**config.mk**
```make
export PLATFORM = sky130hd
export DESIGN_NAME = seq_divider_flat
export DESIGN_NICKNAME = d
export VERILOG_FILES = /design/src/rtl/seq_divider_pkg.sv /design/src/rtl/seq_divider_if.sv /design/src/rtl/seq_divider_step.sv /design/src/rtl/seq_divider.sv /design/src/flat_wrapper.sv
export SDC_FILE = /design/constraint.sdc
export NUM_CORES = 1
export LEC_CHECK = 0
export CORE_MARGIN = 2
export CORE_UTILIZATION = 53
export DETAILED_ROUTE_END_ITERATION = 12
export GPL_TIMING_DRIVEN = 0
export PLACE_DENSITY = 0.76
export SYNTH_ARGS = -nofsm -noshare
export SYNTH_HDL_FRONTEND = slang
export SYNTH_SLANG_ARGS = --single-unit
```
**constraint.sdc**
```tcl
create_clock -name clock -period 7.8 [get_ports clock]
set_input_delay 1.56 -clock clock [delete_from_list [all_inputs] [get_ports clock]]
set_output_delay 1.56 -clock clock [all_outputs]
set_load 0.005 [all_outputs]
```
**src/rtl/seq_divider_pkg.sv**
```systemverilog
// Shared definitions for the sequential divider: FSM state encoding.
// The multiplier control imports the same state names.
package seq_divider_pkg;

  typedef enum logic [1:0] {
    ST_IDLE = 2'd0,
    ST_RUN  = 2'd1,
    ST_FIX  = 2'd2,
    ST_DONE = 2'd3
  } div_state_e;

endpackage

```
**src/rtl/seq_divider_if.sv**
```systemverilog
// Start/ready handshake and operand/result bundle for the sequential divider.
interface seq_divider_if #(
  parameter int WIDTH = 32
);
  logic             start;
  logic             is_signed;
  logic [WIDTH-1:0] A;
  logic [WIDTH-1:0] B;
  logic [WIDTH-1:0] out;
  logic [WIDTH-1:0] rem;
  logic             exp;
  logic             ready;
  logic             busy;

  modport master (
    output start, is_signed, A, B,
    input  out, rem, exp, ready, busy
  );

  modport slave (
    input  start, is_signed, A, B,
    output out, rem, exp, ready, busy
  );
endinterface

```
**src/rtl/seq_divider_step.sv**
```systemverilog
// One restoring-division iteration: shift {acc, dq} left and subtract the divisor if it fits.
module seq_divider_step #(
  parameter int WIDTH = 32
) (
  input  logic [WIDTH-1:0] acc_in,
  input  logic [WIDTH-1:0] dq_in,
  input  logic [WIDTH-1:0] divisor,
  output logic [WIDTH-1:0] acc_out,
  output logic [WIDTH-1:0] dq_out
);

  logic [WIDTH:0] shifted;
  logic [WIDTH:0] trial;

  // acc < divisor keeps the trial inside [-divisor, divisor-1], so WIDTH+1 bits suffice.
  always_comb begin
    shifted = {acc_in, dq_in[WIDTH-1]};
    trial   = shifted - {1'b0, divisor};
    if (trial[WIDTH]) begin
      acc_out = shifted[WIDTH-1:0];
      dq_out  = {dq_in[WIDTH-2:0], 1'b0};
    end else begin
      acc_out = trial[WIDTH-1:0];
      dq_out  = {dq_in[WIDTH-2:0], 1'b1};
    end
  end

endmodule

```
**src/rtl/seq_divider.sv**
```systemverilog
// Multicycle restoring divider, signed/unsigned per operation, with divide-by-zero
// and signed-overflow exception results. One quotient bit per cycle.
module seq_divider
  import seq_divider_pkg::*;
#(
  parameter  int WIDTH = 32,
  localparam int CNT_W = $clog2(WIDTH) + 1
) (
  input logic          clock,
  input logic          reset,
  seq_divider_if.slave bus
);

  div_state_e       state_q, state_d;
  logic [CNT_W-1:0] cnt_q, cnt_d;
  logic [WIDTH-1:0] a_q, a_d, b_q, b_d;
  logic             sgn_q, sgn_d;
  logic [WIDTH-1:0] acc_q, acc_d, dq_q, dq_d, div_q, div_d;
  logic [WIDTH-1:0] out_q, out_d, rem_q, rem_d;
  logic             exp_q, exp_d;

  logic [WIDTH-1:0] step_acc, step_dq, a_mag, b_mag;
  logic             q_neg, r_neg, div_zero, sgn_ovf;

  seq_divider_step #(.WIDTH(WIDTH)) u_step (
    .acc_in  (acc_q),
    .dq_in   (dq_q),
    .divisor (div_q),
    .acc_out (step_acc),
    .dq_out  (step_dq)
  );

  // Raw operands stay registered for the whole operation; signs and exceptions derive from them.
  always_comb begin
    q_neg    = sgn_q & (a_q[WIDTH-1] ^ b_q[WIDTH-1]);
    r_neg    = sgn_q & a_q[WIDTH-1];
    a_mag    = r_neg ? -a_q : a_q;
    b_mag    = (sgn_q & b_q[WIDTH-1]) ? -b_q : b_q;
    div_zero = (b_q == '0);
    sgn_ovf  = sgn_q && (a_q == {1'b1, {(WIDTH-1){1'b0}}}) && (b_q == '1);
  end

  // The first RUN cycle converts operands to magnitudes, keeping negation off the start path;
  // the following WIDTH cycles each produce one quotient bit.
  always_comb begin
    state_d = state_q;
    cnt_d   = cnt_q;
    a_d     = a_q;
    b_d     = b_q;
    sgn_d   = sgn_q;
    acc_d   = acc_q;
    dq_d    = dq_q;
    div_d   = div_q;
    out_d   = out_q;
    rem_d   = rem_q;
    exp_d   = exp_q;
    case (state_q)
      ST_IDLE, ST_DONE: begin
        if (bus.start) begin
          state_d = ST_RUN;
          cnt_d   = '0;
          a_d     = bus.A;
          b_d     = bus.B;
          sgn_d   = bus.is_signed;
        end else begin
          state_d = ST_IDLE;
        end
      end
      ST_RUN: begin
        cnt_d = cnt_q + CNT_W'(1);
        if (cnt_q == '0) begin
          acc_d = '0;
          dq_d  = a_mag;
          div_d = b_mag;
        end else begin
          acc_d = step_acc;
          dq_d  = step_dq;
          if (cnt_q == CNT_W'(WIDTH)) begin
            state_d = ST_FIX;
            cnt_d   = '0;
          end
        end
      end
      ST_FIX: begin
        state_d = ST_DONE;
        if (div_zero) begin
          out_d = '1;
          rem_d = a_q;
          exp_d = 1'b1;
        end else if (sgn_ovf) begin
          out_d = a_q;
          rem_d = '0;
          exp_d = 1'b1;
        end else begin
          out_d = q_neg ? -dq_q : dq_q;
          rem_d = r_neg ? -acc_q : acc_q;
          exp_d = 1'b0;
        end
      end
      default: state_d = ST_IDLE;
    endcase
  end

  always_ff @(posedge clock or posedge reset) begin
    if (reset) begin
      state_q <= ST_IDLE;
      cnt_q   <= '0;
      a_q     <= '0;
      b_q     <= '0;
      sgn_q   <= 1'b0;
      acc_q   <= '0;
      dq_q    <= '0;
      div_q   <= '0;
      out_q   <= '0;
      rem_q   <= '0;
      exp_q   <= 1'b0;
    end else begin
      state_q <= state_d;
      cnt_q   <= cnt_d;
      a_q     <= a_d;
      b_q     <= b_d;
      sgn_q   <= sgn_d;
      acc_q   <= acc_d;
      dq_q    <= dq_d;
      div_q   <= div_d;
      out_q   <= out_d;
      rem_q   <= rem_d;
      exp_q   <= exp_d;
    end
  end

  assign bus.out   = out_q;
  assign bus.rem   = rem_q;
  assign bus.exp   = exp_q;
  assign bus.ready = (state_q == ST_DONE);
  assign bus.busy  = (state_q == ST_RUN) || (state_q == ST_FIX);

endmodule
```
**src/flat_wrapper.sv**
```systemverilog
// flat-port wrapper written by rule: the top's interface ports become plain ports
module seq_divider_flat import seq_divider_pkg::*;
#(
  parameter  int WIDTH = 32,
  localparam int CNT_W = $clog2(WIDTH) + 1
)
  (clock, reset, bus_start, bus_is_signed, bus_A, bus_B, bus_out, bus_rem, bus_exp, bus_ready, bus_busy);
  seq_divider_if #(.WIDTH(WIDTH)) bus_i ();
  input logic clock;
  input logic reset;
  input wire logic [$bits(bus_i.start)-1:0] bus_start;
  input wire logic [$bits(bus_i.is_signed)-1:0] bus_is_signed;
  input wire logic [$bits(bus_i.A)-1:0] bus_A;
  input wire logic [$bits(bus_i.B)-1:0] bus_B;
  output wire logic [$bits(bus_i.out)-1:0] bus_out;
  output wire logic [$bits(bus_i.rem)-1:0] bus_rem;
  output wire logic [$bits(bus_i.exp)-1:0] bus_exp;
  output wire logic [$bits(bus_i.ready)-1:0] bus_ready;
  output wire logic [$bits(bus_i.busy)-1:0] bus_busy;
  assign bus_i.start = bus_start;
  assign bus_i.is_signed = bus_is_signed;
  assign bus_i.A = bus_A;
  assign bus_i.B = bus_B;
  assign bus_out = bus_i.out;
  assign bus_rem = bus_i.rem;
  assign bus_exp = bus_i.exp;
  assign bus_ready = bus_i.ready;
  assign bus_busy = bus_i.busy;
  seq_divider #(.WIDTH(WIDTH)) u_core (.clock(clock), .reset(reset), .bus(bus_i));
endmodule
```
Word-level counts from Yosys, hierarchy flattened
Index checks and enable logic that the tools add are counted.
Word-level totals
  bits in registers: 234
  logic and storage cells: 64
Operators by class
  bitwise logic cells: 4
  $add $sub $neg: 6
  reduce and logical (&&, ||, !) cells: 12
  mux-type cells: 22
  equal/unequal tests: 9
Operator list (count)
  $mux W32: 11
  $neg A32 Y32: 4
  $eq A32 B32 Y1 const B: 2
  $sub A33 B32 Y33: 1
  $logic_not A32 Y1: 1
  $mux W6: 3
  $pmux W6 S2: 1
  $reduce_and A2 Y1: 4
  $add A6 B1 Y6 const B: 1
  $eq A6 B6 Y1 const B: 1
  $logic_not A6 Y1: 1
  $pmux W2 S3: 1
  $eq A2 B2 Y1 const B: 2
  $mux W1: 4
  $mux W2: 2
  $ne A2 B2 Y1 const B: 2
  $and A1 B1 Y1: 3
  $eq A2 B1 Y1 const B: 1
  $logic_and A1 B1 Y1: 2
  $logic_not A2 Y1: 1
  $ne A2 B1 Y1 const B: 1
  $reduce_bool A2 Y1: 1
  $reduce_or A2 Y1: 1
  $logic_or A1 B1 Y1: 1
  $xor A1 B1 Y1: 1

Depth between registers and ports, before layout
Gate-level depths: netlist of the first run.
  word-level depth: 5
  gate-level depth with buffers: 14

Modules after synthesis
A second synthesis of the first run with hierarchy kept.
Unflattened totals
  cell total of the unflattened synthesis: 1658
  area total of the unflattened synthesis: 15054.4 µm²
Modules (own cells, without submodules)
  seq_divider: cells each 1322, area an instance 12463.2 µm², times used 1
  seq_divider_step: cells each 336, area an instance 2591.2 µm², times used 1

Worst setup path after synthesis of the first run
OpenSTA, ideal clock, no wires.
  path type: register -> register
  from: register u_core.acc_q[13]
  to: register u_core.acc_q[11]
  library setup time: 0.141 ns
  slack: 4.724 ns
  stages on the path, launching flop included: 12
  clock period less this slack: 3.076 ns
  arrival time: 2.935 ns
  data required time: 7.659 ns
  buffers on the path: 2
  path through: dfrtp_1 ha_1 clkbuf_1 a31oi_1 or4_1 o21ai_0 o211ai_1 a21oi_1 xnor2_1 buf_2 mux2i_1 o22ai_1
Between the ends
  cells in the longest elaborated chain, start to end: 3
RTL lines
  start: declaration: RTL line seq_divider.sv:18  | logic [WIDTH-1:0] acc_q, acc_d, dq_q, dq_d, div_q, div_d;
  start signal: assignment: RTL line seq_divider.sv:111  | acc_q <= '0;
  start signal: assignment: RTL line seq_divider.sv:123  | acc_q <= acc_d;
  $sub A33 B32 Y33: RTL line seq_divider_step.sv:18  | trial = shifted - {1'b0, divisor};
  $mux W32: RTL line seq_divider_step.sv:19  | if (trial[WIDTH]) begin
  $mux W32: RTL line seq_divider.sv:71  | if (cnt_q == '0) begin
No other way between the ends.
A chain may end at the register's enable or synchronous reset.

Final worst setup path of the first run
  from: register u_core.dq_q[31]
  to: register u_core.acc_q[9]
Between the ends
  cells in the longest elaborated chain, start to end: 3
RTL lines
  start: declaration: RTL line seq_divider.sv:18
  start signal: assignment: RTL line seq_divider.sv:124  | dq_q <= dq_d;
  $sub A33 B32 Y33: RTL line seq_divider_step.sv:18
  $mux W32: RTL line seq_divider_step.sv:19
  $mux W32: RTL line seq_divider.sv:71
No other way between the ends.

==> results.toml, run 1 <==
[status]
outcome = "completed"

[synthesis]
synth_xor_area_frac = 0.09264
synth_warnings = 0
yosys.area_share.simple = 0.1549
synth-compound-area-share = 0.1728
mappedNetlistArea_um2 = 14090
ys_seq_area_frac = 0.4157
synth_mux_area_frac = 0.08189
async_reset_ff_frac = 1.000
syn_avg_cell_area_um2 = 8.961
synth-seq-cells = 234
synth_fa_ha_area_frac = 0.03872
synth_enable_flop_cells = 0
syn-num-nets = 1683
synth_top_family_by_area = "compound AO/OA/AOI/OAI gates"
synthFlopType = "dfrtp_1"
synthCells = 1572
ys_types = 58

[floorplan]
io_pins = 135
initial_core_util = 0.5406
die_h_um = 167.0
die_w_um = 167.0
core.rowCount = 59
die_area_um2 = 27900
core-area_um2 = 26060

[global_routing]
grt_overflow = 0
grt_max_degree = 45
antenna_found_initial = 0
grt_usage = 0.2830
grt_use_met2 = 0.4917
grt_busiest_layer = "met2"
grt_pass1_vias = 12117
use_met3 = 0.04206
grt_pass1_wl_um = 63790
use_met1 = 0.3585

[detailed_routing]
drtIter0Drc = 964
dr.pass1.iters = 8
wire_per_inst_um = 19.07
drcViolationCount = 0
vias_per_cell = 5.897
wl_um = 39940
postRouteAntennaNets = 0
num_vias = 12349

[job]
drv_cap = 0

[critical_path]
critPathTopFamily = "compound AO/OA/AOI/OAI gates"
critPathKind = "reg2reg"
path_max_fanout = 10
worst-path-buf-inv = 2
critPathMostFrequentCell = "a21oi_1"
cpMaxStageDelayCell = "xnor2_1"
endpoint_kind = "register"
worstPathRequired_ns = 8.21
worstPathCellList = "inv_1 > ha_1 > fa_1 > nand2b_1 > a21oi_1 > o21a_1 > nor3_1 > o21ai_0 > o211ai_1 > a21oi_1 > xnor2_1 > clkbuf_1 > nand4_1 > o311ai_0"
cpPeakStageDelay_ns = 0.54
arrival_ns = 4.50
crit_path_start_kind = "register"

[layout]
drive_gt1_frac = 0.08869
multi_input_area_um2 = 7621
nets = 1850
syn2layout_area_growth_pct = 19.42
ff_latch_area_um2 = 5856
antenna_cells = 0
fill_cells = 2152

[clock_tree]
clk_latency_ns = 0.53
numCtsBuffers = 26
clk_pin_slew_ns = 0.06
cts_num_sinks = 234
clock_path_buffers = 3
cts_root_buffer = "clkbuf_16"
cts-hold-fix-buffers = 0
cts_tree = "yes"
cts_resized = 0
h-tree-depth = 1
post_cts_buffers = 0

[timing]
tightest_slew_ns = 0.9354
setup_ws_ns = 3.711
fin_crit_sh = 0.5243
slew_headroom = 0.3764
rsz0062_at_grt = "no"
maxSlewViolCount = 0
hold_violations = 0
fmax_ghz = 0.2445
finalCriticalPeriod_ns = 4.089
tns_ns = 0
finClkSkew_ns = 0.01029
setup_violations = 0

[hold_path]
hp-class = "reg2reg"

[pwr]
powerDensity_nw_per_um2 = 418.5
swShare = 0.4225
pwr-share-clk = 0.176
power.leakage_nw = 7.058
p_comb_frac = 0.490
switchingPower_mw = 2.975
vdd_ir_drop_max_v = 0.0003006
p_int_mw = 4.066
seq_power_share = 0.334

[placement]
globalplace.congestion = 0.9105
place_ws_ns = 3.750
hpwl_um = 30350
numPortBuffers = 134
## metrics by stage
stage	instance area, um^2	total power, mW	hold slack (ns)	utilization	instances
after global placement	15850	5.655	0.4640	0.6083	2041
after detailed placement	15950	5.763	0.4719	0.6121	2046
after floorplan	14090	4.516	0.4498	-	1572
final	16820	7.041	0.4807	0.6456	2094
after global routing	16820	7.539	0.5104	0.6456	2094
after CTS	16820	7.038	0.4851	0.6456	2094
## layout make-up
| cell class | count | area share |
|---|---|---|
| multi-input cells | 1182 | 0.4530 |
| inverters | 68 | 0.01540 |
| plain buffers | 88 | 0.02112 |
| flip-flops and latches | 234 | 0.3481 |
| well taps | 335 | 0.02492 |
| repair buffers | 139 | 0.08568 |
| clock inverters | 8 | 0.004537 |
| clock buffers | 40 | 0.04723 |
## path summary, 6_finish.rpt
path	startpoint	end	slack [ns]	depth (start not counted)
max	u_core.dq_q[31]	u_core.acc_q[9]	3.71	14
min	u_core.div_q[23]	u_core.div_q[23]	0.48	2
max reg2reg	u_core.dq_q[31]	u_core.acc_q[9]	3.71	14
min reg2reg	u_core.div_q[23]	u_core.div_q[23]	0.48	2
max in group asynchronous	reset	u_core.bus.rem[21]	5.03	5
min in group asynchronous	reset	u_core.bus.rem[5]	1.55	2
## worst register-to-register path, cell delays in order (launching register included)
cell and delay (ns):
dfrtp_1 0.43, inv_1 0.21, ha_1 0.23, fa_1 0.21, nand2b_1 0.14, a21oi_1 0.10, o21a_1 0.22, nor3_1 0.44
o21ai_0 0.28, o211ai_1 0.24, a21oi_1 0.10, xnor2_1 0.54, clkbuf_1 0.49, nand4_1 0.19, o311ai_0 0.16
## cell families (layout without fill, tap and decap cells)
family,count (synthesis),after routing
fa+ha+maj,43,43
buf+inv,156,343
compound gates,415,415
xor+xnor,149,149
simple gates,471,471
mux,104,104
flops,234,234
## layout by cell type, fill, tap and decap left out, drive strengths merged, types with 6 or more instances in the layout
cell type      Yosys  layout
nand2            144     144
ha                42      42
or4                9       9
o211ai            14      14
a31oi             12      12
o21ai            106     106
nand4             25      25
mux2              90      90
o22ai              6       6
clkbuf            83     123
nor4              20      20
mux2i             14      14
xor2              83      83
nor3              48      48
nand2b            16      16
nor2             155     155
buf                5      10
o31ai             21      21
and2               8       8
clkdlybuf4s50      0     134
dfrtp            234     234
and3               6       6
xnor2             66      66
inv               68      67
a21o               6       6
o41ai             15      15
a21oi            189     189
o311ai            19      19
nand3             20      20
nor2b              7       7
## registers in the layout (all words and copies together) (netlist names)
register and cells:
u_core.a_q 32, u_core.acc_q 32, u_core.b_q 32, u_core.bus.out 32, u_core.bus.rem 32, u_core.div_q 32
u_core.dq_q 32, u_core.cnt_q 6, u_core.state_q 2, u_core.bus.exp 1, u_core.sgn_q 1
## power by group through the flow
stage                     registers [mW]  clock network (mW)  logic, mW
after CTS                           2.33                1.26       3.45
after floorplan                     2.18                   0       2.33
after detailed placement            2.35                   0       3.42
final                               2.35                1.24       3.45
after global routing                2.42                1.30       3.82
after global placement              2.32                   0       3.34
## synthesized netlist by cell type, types with 7 or more instances
master	n	area (um^2)
a21oi_1	189	945.9
a31oi_1	12	75.07
and2_1	7	43.79
clkbuf_1	83	311.6
dfrtp_1	234	5856
ha_1	42	525.5
inv_1	68	255.2
mux2_2	90	1013
mux2i_1	14	140.1
nand2_1	143	536.8
nand2b_1	16	100.1
nand3_1	20	100.1
nand4_1	25	156.4
nor2_1	155	581.8
nor2b_1	7	43.79
nor3_1	47	235.2
nor4_1	19	118.9
o211ai_1	14	105.1
o21ai_0	104	520.5
o311ai_0	19	166.4
o31ai_1	21	157.7
o41ai_1	14	122.6
or4_1	8	60.06
xnor2_1	66	578.1
xor2_1	83	727.0
## layer usage
layer  vias up  part of all wire
li1       5899                 -
met1      5864              0.40
met2       479              0.49
met3       107             0.070
met4         0             0.039
met5         -                 0
Power figures use the tool's default switching activity.
==> run 2, diff against run 1 <==
--- a/config.mk
+++ b/config.mk
@@ -6,10 +6,10 @@
 export NUM_CORES = 1
 export LEC_CHECK = 0
 export CORE_MARGIN = 2
-export CORE_UTILIZATION = 53
+export CORE_UTILIZATION = 58
 export DETAILED_ROUTE_END_ITERATION = 12
 export GPL_TIMING_DRIVEN = 0
-export PLACE_DENSITY = 0.76
+export PLACE_DENSITY = 0.79
 export SYNTH_ARGS = -nofsm -noshare
 export SYNTH_HDL_FRONTEND = slang
 export SYNTH_SLANG_ARGS = --single-unit
==> constraint.sdc (replaced) <==
create_clock -name clock -period 4.3 [get_ports clock]
set_input_delay 0.86 -clock clock [delete_from_list [all_inputs] [get_ports clock]]
set_output_delay 0.86 -clock clock [all_outputs]
set_load 0.005 [all_outputs]
==> run 2 against run 1 <==
Net effect:
- first-iteration DRC count up 16%
- sequential cell count unchanged
- largest cell class unchanged
- wire length down 0.66%
- critical path type unchanged
- clock power up 89%
==> results.toml, run 2 (synthesized netlist as in run 1, its figures left out) <==
[pwr]
vdd_ir_drop_max_v = 0.0004185
p_comb_frac = 0.489
pwr-share-clk = 0.182
p_int_mw = 7.456
power.leakage_nw = 7.092
powerDensity_nw_per_um2 = 764.0
seq_power_share = 0.330
p_total_mw = 12.89
swShare = 0.4215
switchingPower_mw = 5.433

[clock_tree]
h-tree-depth = 1
clk_latency_ns = 0.55
clock_path_buffers = 3
clk_pin_slew_ns = 0.06
cts-hold-fix-buffers = 0
numCtsBuffers = 26
cts_root_buffer = "clkbuf_16"
cts_tree = "yes"
cts_num_sinks = 234

[critical_path]
cpPeakStageDelay_ns = 0.51
worst-path-buf-inv = 2
worstPathRequired_ns = 4.72
path_max_fanout = 10
critPathTopFamily = "compound AO/OA/AOI/OAI gates"
worstPathCellList = "inv_1 > ha_1 > fa_1 > nand2b_1 > a21oi_1 > o21a_1 > nor3_1 > o21ai_0 > o211ai_1 > a21oi_1 > xnor2_2 > clkbuf_1 > nand3_1 > o311ai_0"
endpoint_kind = "register"
critPathKind = "reg2reg"
arrival_ns = 4.47
cpMaxStageDelayCell = "clkbuf_1"
crit_path_start_kind = "register"
critPathMostFrequentCell = "a21oi_1"

[detailed_routing]
wl_um = 39670
dr.pass1.iters = 5
drcViolationCount = 0
num_vias = 12488
postRouteAntennaNets = 0
vias_per_cell = 5.995
wire_per_inst_um = 19.05
drtIter0Drc = 1115

[floorplan]
die_h_um = 159.8
io_pins = 135
die_area_um2 = 25550
core-area_um2 = 24110
initial_core_util = 0.5844
core.rowCount = 57
die_w_um = 159.8

[timing]
tightest_slew_ns = 0.9143
finalCriticalPeriod_ns = 4.044
tns_ns = 0
slew_headroom = 0.3905
setup_ws_ns = 0.2560
fin_crit_sh = 0.9405
rsz0062_at_grt = "no"
hold_violations = 0
maxSlewViolCount = 0
finClkSkew_ns = 0.01766
setup_violations = 0
fmax_ghz = 0.2473

[placement]
numPortBuffers = 134
dpl.cell_count = 2036
place_ws_ns = 0.2966
globalplace.congestion = 0.9031
hpwl_um = 30190

[layout]
layout.cells.most_common = "dfrtp_1"
syn2layout_area_growth_pct = 19.75
antenna_cells = 0
final_util = 0.6998
most-common-layout-cells = "dfrtp_1, a21oi_1, nor2_1"
nets = 1851
drive_gt1_frac = 0.09210
final_cells = 2083

[job]
drv_cap = 0

[global_routing]
grt_max_degree = 45
grt_pass1_wl_um = 64180
antenna_found_initial = 0
grt_usage = 0.3105
grt_overflow = 0
grt_pass1_vias = 12315

[status]
outcome = "completed"

[hold_path]
hp-class = "reg2reg"
run 2: cell types whose count changed in the layout (fill, tap and decap cells not counted):
cell       previous run  this run
bufinv_16             1         3
buf_12                5         6
clkinv_4              1         0
clkinv_2              3         7
xnor2_2               0         1
inv_6                 0         1
clkbuf_1             89        84
xnor2_1              66        65
clkbuf_8              7         5
run 2: timing repair:
item / CTS / global route
endpoints found under the setup margin: 0 / 3
endpoints found under the hold margin: 0 / 0
setup buffers: 0 / 0
resized for setup: 0 / 1
run 2: through the flow:
stage	instance area, um^2	hold WS [ns]
floorplan	14090	0.4498
global placement	15840	0.4647
detailed placement	15960	0.4703
CTS	16860	0.4830
global route	16870	0.5006
finish	16870	0.4750
run 2: layout make-up:
cell class,count,area [um^2]
well taps,324,405.4
flip-flops and latches,234,5856
fillers,1912,7236
plain buffers,88,355.3
clock inverters,14,156.4
inverters,68,259.0
clock buffers,33,748.2
repair buffers,140,1461
multi-input cells,1182,7629
run 2: routing by layer:
metal	track usage	routed length, um	vias up
li1	-	-	5895
met1	0.3882	15850	5946
met2	0.5370	19290	536
met3	0.04623	2687	111
met4	0.1372	1844	0
met5	0	0	-
run 2: tightest hold or removal path, delay by kind of cell (launching register included):
family / cells / cell delay [ns]
flops: 1 / 0.34
compound gates: 1 / 0.06
simple gates: 1 / 0.05
run 2: final timing paths:
| check | startpoint | endpoint | slack, ns | cells after the start |
|---|---|---|---|---|
| max | u_core.dq_q[31] | u_core.acc_q[2] | 0.26 | 14 |
| min reg2reg | u_core.div_q[24] | u_core.div_q[24] | 0.48 | 2 |
| min | u_core.div_q[24] | u_core.div_q[24] | 0.48 | 2 |
| min in group asynchronous | reset | u_core.dq_q[11] | 0.72 | 2 |
| max in group asynchronous | reset | u_core.sgn_q | 2.52 | 5 |
| max reg2reg | u_core.dq_q[31] | u_core.acc_q[2] | 0.26 | 14 |
run 2: power groups by stage:
stage,Clock (mW),Sequential (mW),Combinational [mW]
floorplan,0,3.96,4.24
finish,2.34,4.25,6.30
detailed placement,0,4.25,6.20
CTS,2.36,4.22,6.27
global route,2.46,4.37,6.94
global placement,0,4.20,6.00
==> run 3, diff against run 2 <==
--- a/config.mk
+++ b/config.mk
@@ -9,7 +9,9 @@
 export CORE_UTILIZATION = 58
 export DETAILED_ROUTE_END_ITERATION = 12
 export GPL_TIMING_DRIVEN = 0
+export HOLD_SLACK_MARGIN = 0.05
 export PLACE_DENSITY = 0.79
+export RECOVER_POWER = 25
 export SYNTH_ARGS = -nofsm -noshare
 export SYNTH_HDL_FRONTEND = slang
 export SYNTH_SLANG_ARGS = --single-unit
==> run 3 against run 2 <==
Net effect:
- the run now ends with max-capacitance violations, max-slew violations left
- critical path depth is the same
- die area unchanged
- total power hardly changed
- critical endpoint unchanged
- largest cell class unchanged
==> results.toml, run 3 (synthesized netlist as in run 1, its figures left out) <==
[timing]
finClkSkew_ns = 0.01493
setup_violations = 0
hold_violations = 0
finalCriticalPeriod_ns = 3.986
fin_crit_sh = 0.9269
slew_headroom = -0.5540
rsz0062_at_grt = "no"
fmax_ghz = 0.2509
tightest_slew_ns = 2.331
tns_ns = 0
maxSlewViolCount = 153

[clock_tree]
cts_tree = "yes"
clock_path_buffers = 3
numCtsBuffers = 26
cts_num_sinks = 234
h-tree-depth = 1
cts_root_buffer = "clkbuf_16"
clk_pin_slew_ns = 0.06
clk_latency_ns = 0.55
post_cts_buffers = 0

[critical_path]
endpoint_kind = "register"
arrival_ns = 4.41
path_max_fanout = 10
crit_path_start_kind = "register"
critPathKind = "reg2reg"
worstPathRequired_ns = 4.72

[floorplan]
initial_core_util = 0.5844
io_pins = 135
core.rowCount = 57
die_area_um2 = 25550
core-area_um2 = 24110
die_h_um = 159.8
die_w_um = 159.8

[layout]
nets = 1851
multi_input_area_um2 = 7629
syn2layout_area_growth_pct = 19.27
final_util = 0.6970
antenna_cells = 0
drive_gt1_frac = 0.08982
most-common-layout-cells = "dfrtp_1, a21oi_1, nor2_1"
ff_latch_area_um2 = 5856
layout.cells.most_common = "dfrtp_1"
fill_cells = 1919

[placement]
hpwl_um = 30190
globalplace.congestion = 0.9031
numPortBuffers = 134

[global_routing]
grt_max_degree = 45
grt_pass1_vias = 12315
antenna_found_initial = 0
grt_usage = 0.3105
grt_pass1_wl_um = 64180
grt_overflow = 0

[detailed_routing]
dr.pass1.iters = 6
postRouteAntennaNets = 0
num_vias = 12442
vias_per_cell = 5.973
wl_um = 39640
drcViolationCount = 0
wire_per_inst_um = 19.03
drtIter0Drc = 1058

[pwr]
powerDensity_nw_per_um2 = 766.8
vdd_ir_drop_max_v = 0.0004209
power.leakage_nw = 7.060

[job]
drv_cap = 4

[status]
violations = "max-capacitance violations, max-slew violations"
outcome = "finished, violations left"

[hold_path]
hp-class = "reg2reg"
run 3: cell types whose count changed in the layout (fill, tap and decap cells not counted), sizes merged:
cell	change
buf	-4
clkbuf	+4
clkdlybuf4s50	-1
dlygate4sd3	+1
run 3: worst paths after layout:
kind,slack (ns),cells after the start,end,from
worst max-delay path,0.31,14,u_core.acc_q[2],u_core.dq_q[31]
worst max register to register,0.31,14,u_core.acc_q[2],u_core.dq_q[31]
min in group asynchronous,0.89,2,u_core.dq_q[11],reset
max in group asynchronous,0.79,3,u_core.a_q[29],reset
worst min register to register,0.48,2,u_core.div_q[24],u_core.div_q[24]
worst min-delay path,0.48,2,u_core.div_q[24],u_core.div_q[24]
run 3: per-layer routing:
metal  vias up  wire (um)  GRT usage
met4         0       1910     0.1372
li1       5893          -          -
met5         -          0          0
met2       543      19260     0.5370
met1      5885      15590     0.3882
met3       121       2877    0.04623
run 3: layout make-up:
type,instances,share of cell area
timing repair buffer,140,0.08310
sequential,234,0.3485
clock inverter,14,0.009308
multi-input combinational,1182,0.4540
clock buffer,33,0.04453
inverter,68,0.01527
tap,324,0.02413
buffer,88,0.02115
run 3: power breakdown:
| group | internal, mW | total (mW) | switching [mW] |
|---|---|---|---|
| combinational | 2.86 | 6.29 | 3.43 |
| sequential | 3.18 | 4.25 | 1.07 |
| clock | 1.41 | 2.34 | 0.936 |
| total | 7.45 | 12.9 | 5.43 |
run 3: stage by stage:
step	power (mW)	std cells	setup WS, ns	instance area, um^2	hold slack [ns]
after CTS	12.85	2083	0.2460	16860	0.4830
after floorplan	8.192	1572	0.3761	14090	0.4498
after global placement	10.20	2030	-1.263	15840	0.4647
after detailed placement	10.45	2036	0.2966	15960	0.4703
after global routing	13.77	2083	0.1547	16800	0.5006
final	12.88	2083	0.3144	16800	0.4788
run 3: worst max-delay path, cell delays in order (launching register included):
cell      delay [ns]
dfrtp_1         0.42
inv_1           0.20
ha_1            0.23
fa_1            0.24
nand2b_1        0.16
a21oi_1         0.10
o21a_1          0.22
nor3_1          0.44
o21ai_0         0.31
o211ai_1        0.25
a21oi_1         0.14
xnor2_2         0.35
clkbuf_1        0.49
nand3_1         0.18
o311ai_0        0.14
run 3: repair_timing:
item	CTS	global route
resized for setup	0	1
hold buffers	0	0
setup endpoints to repair	0	3
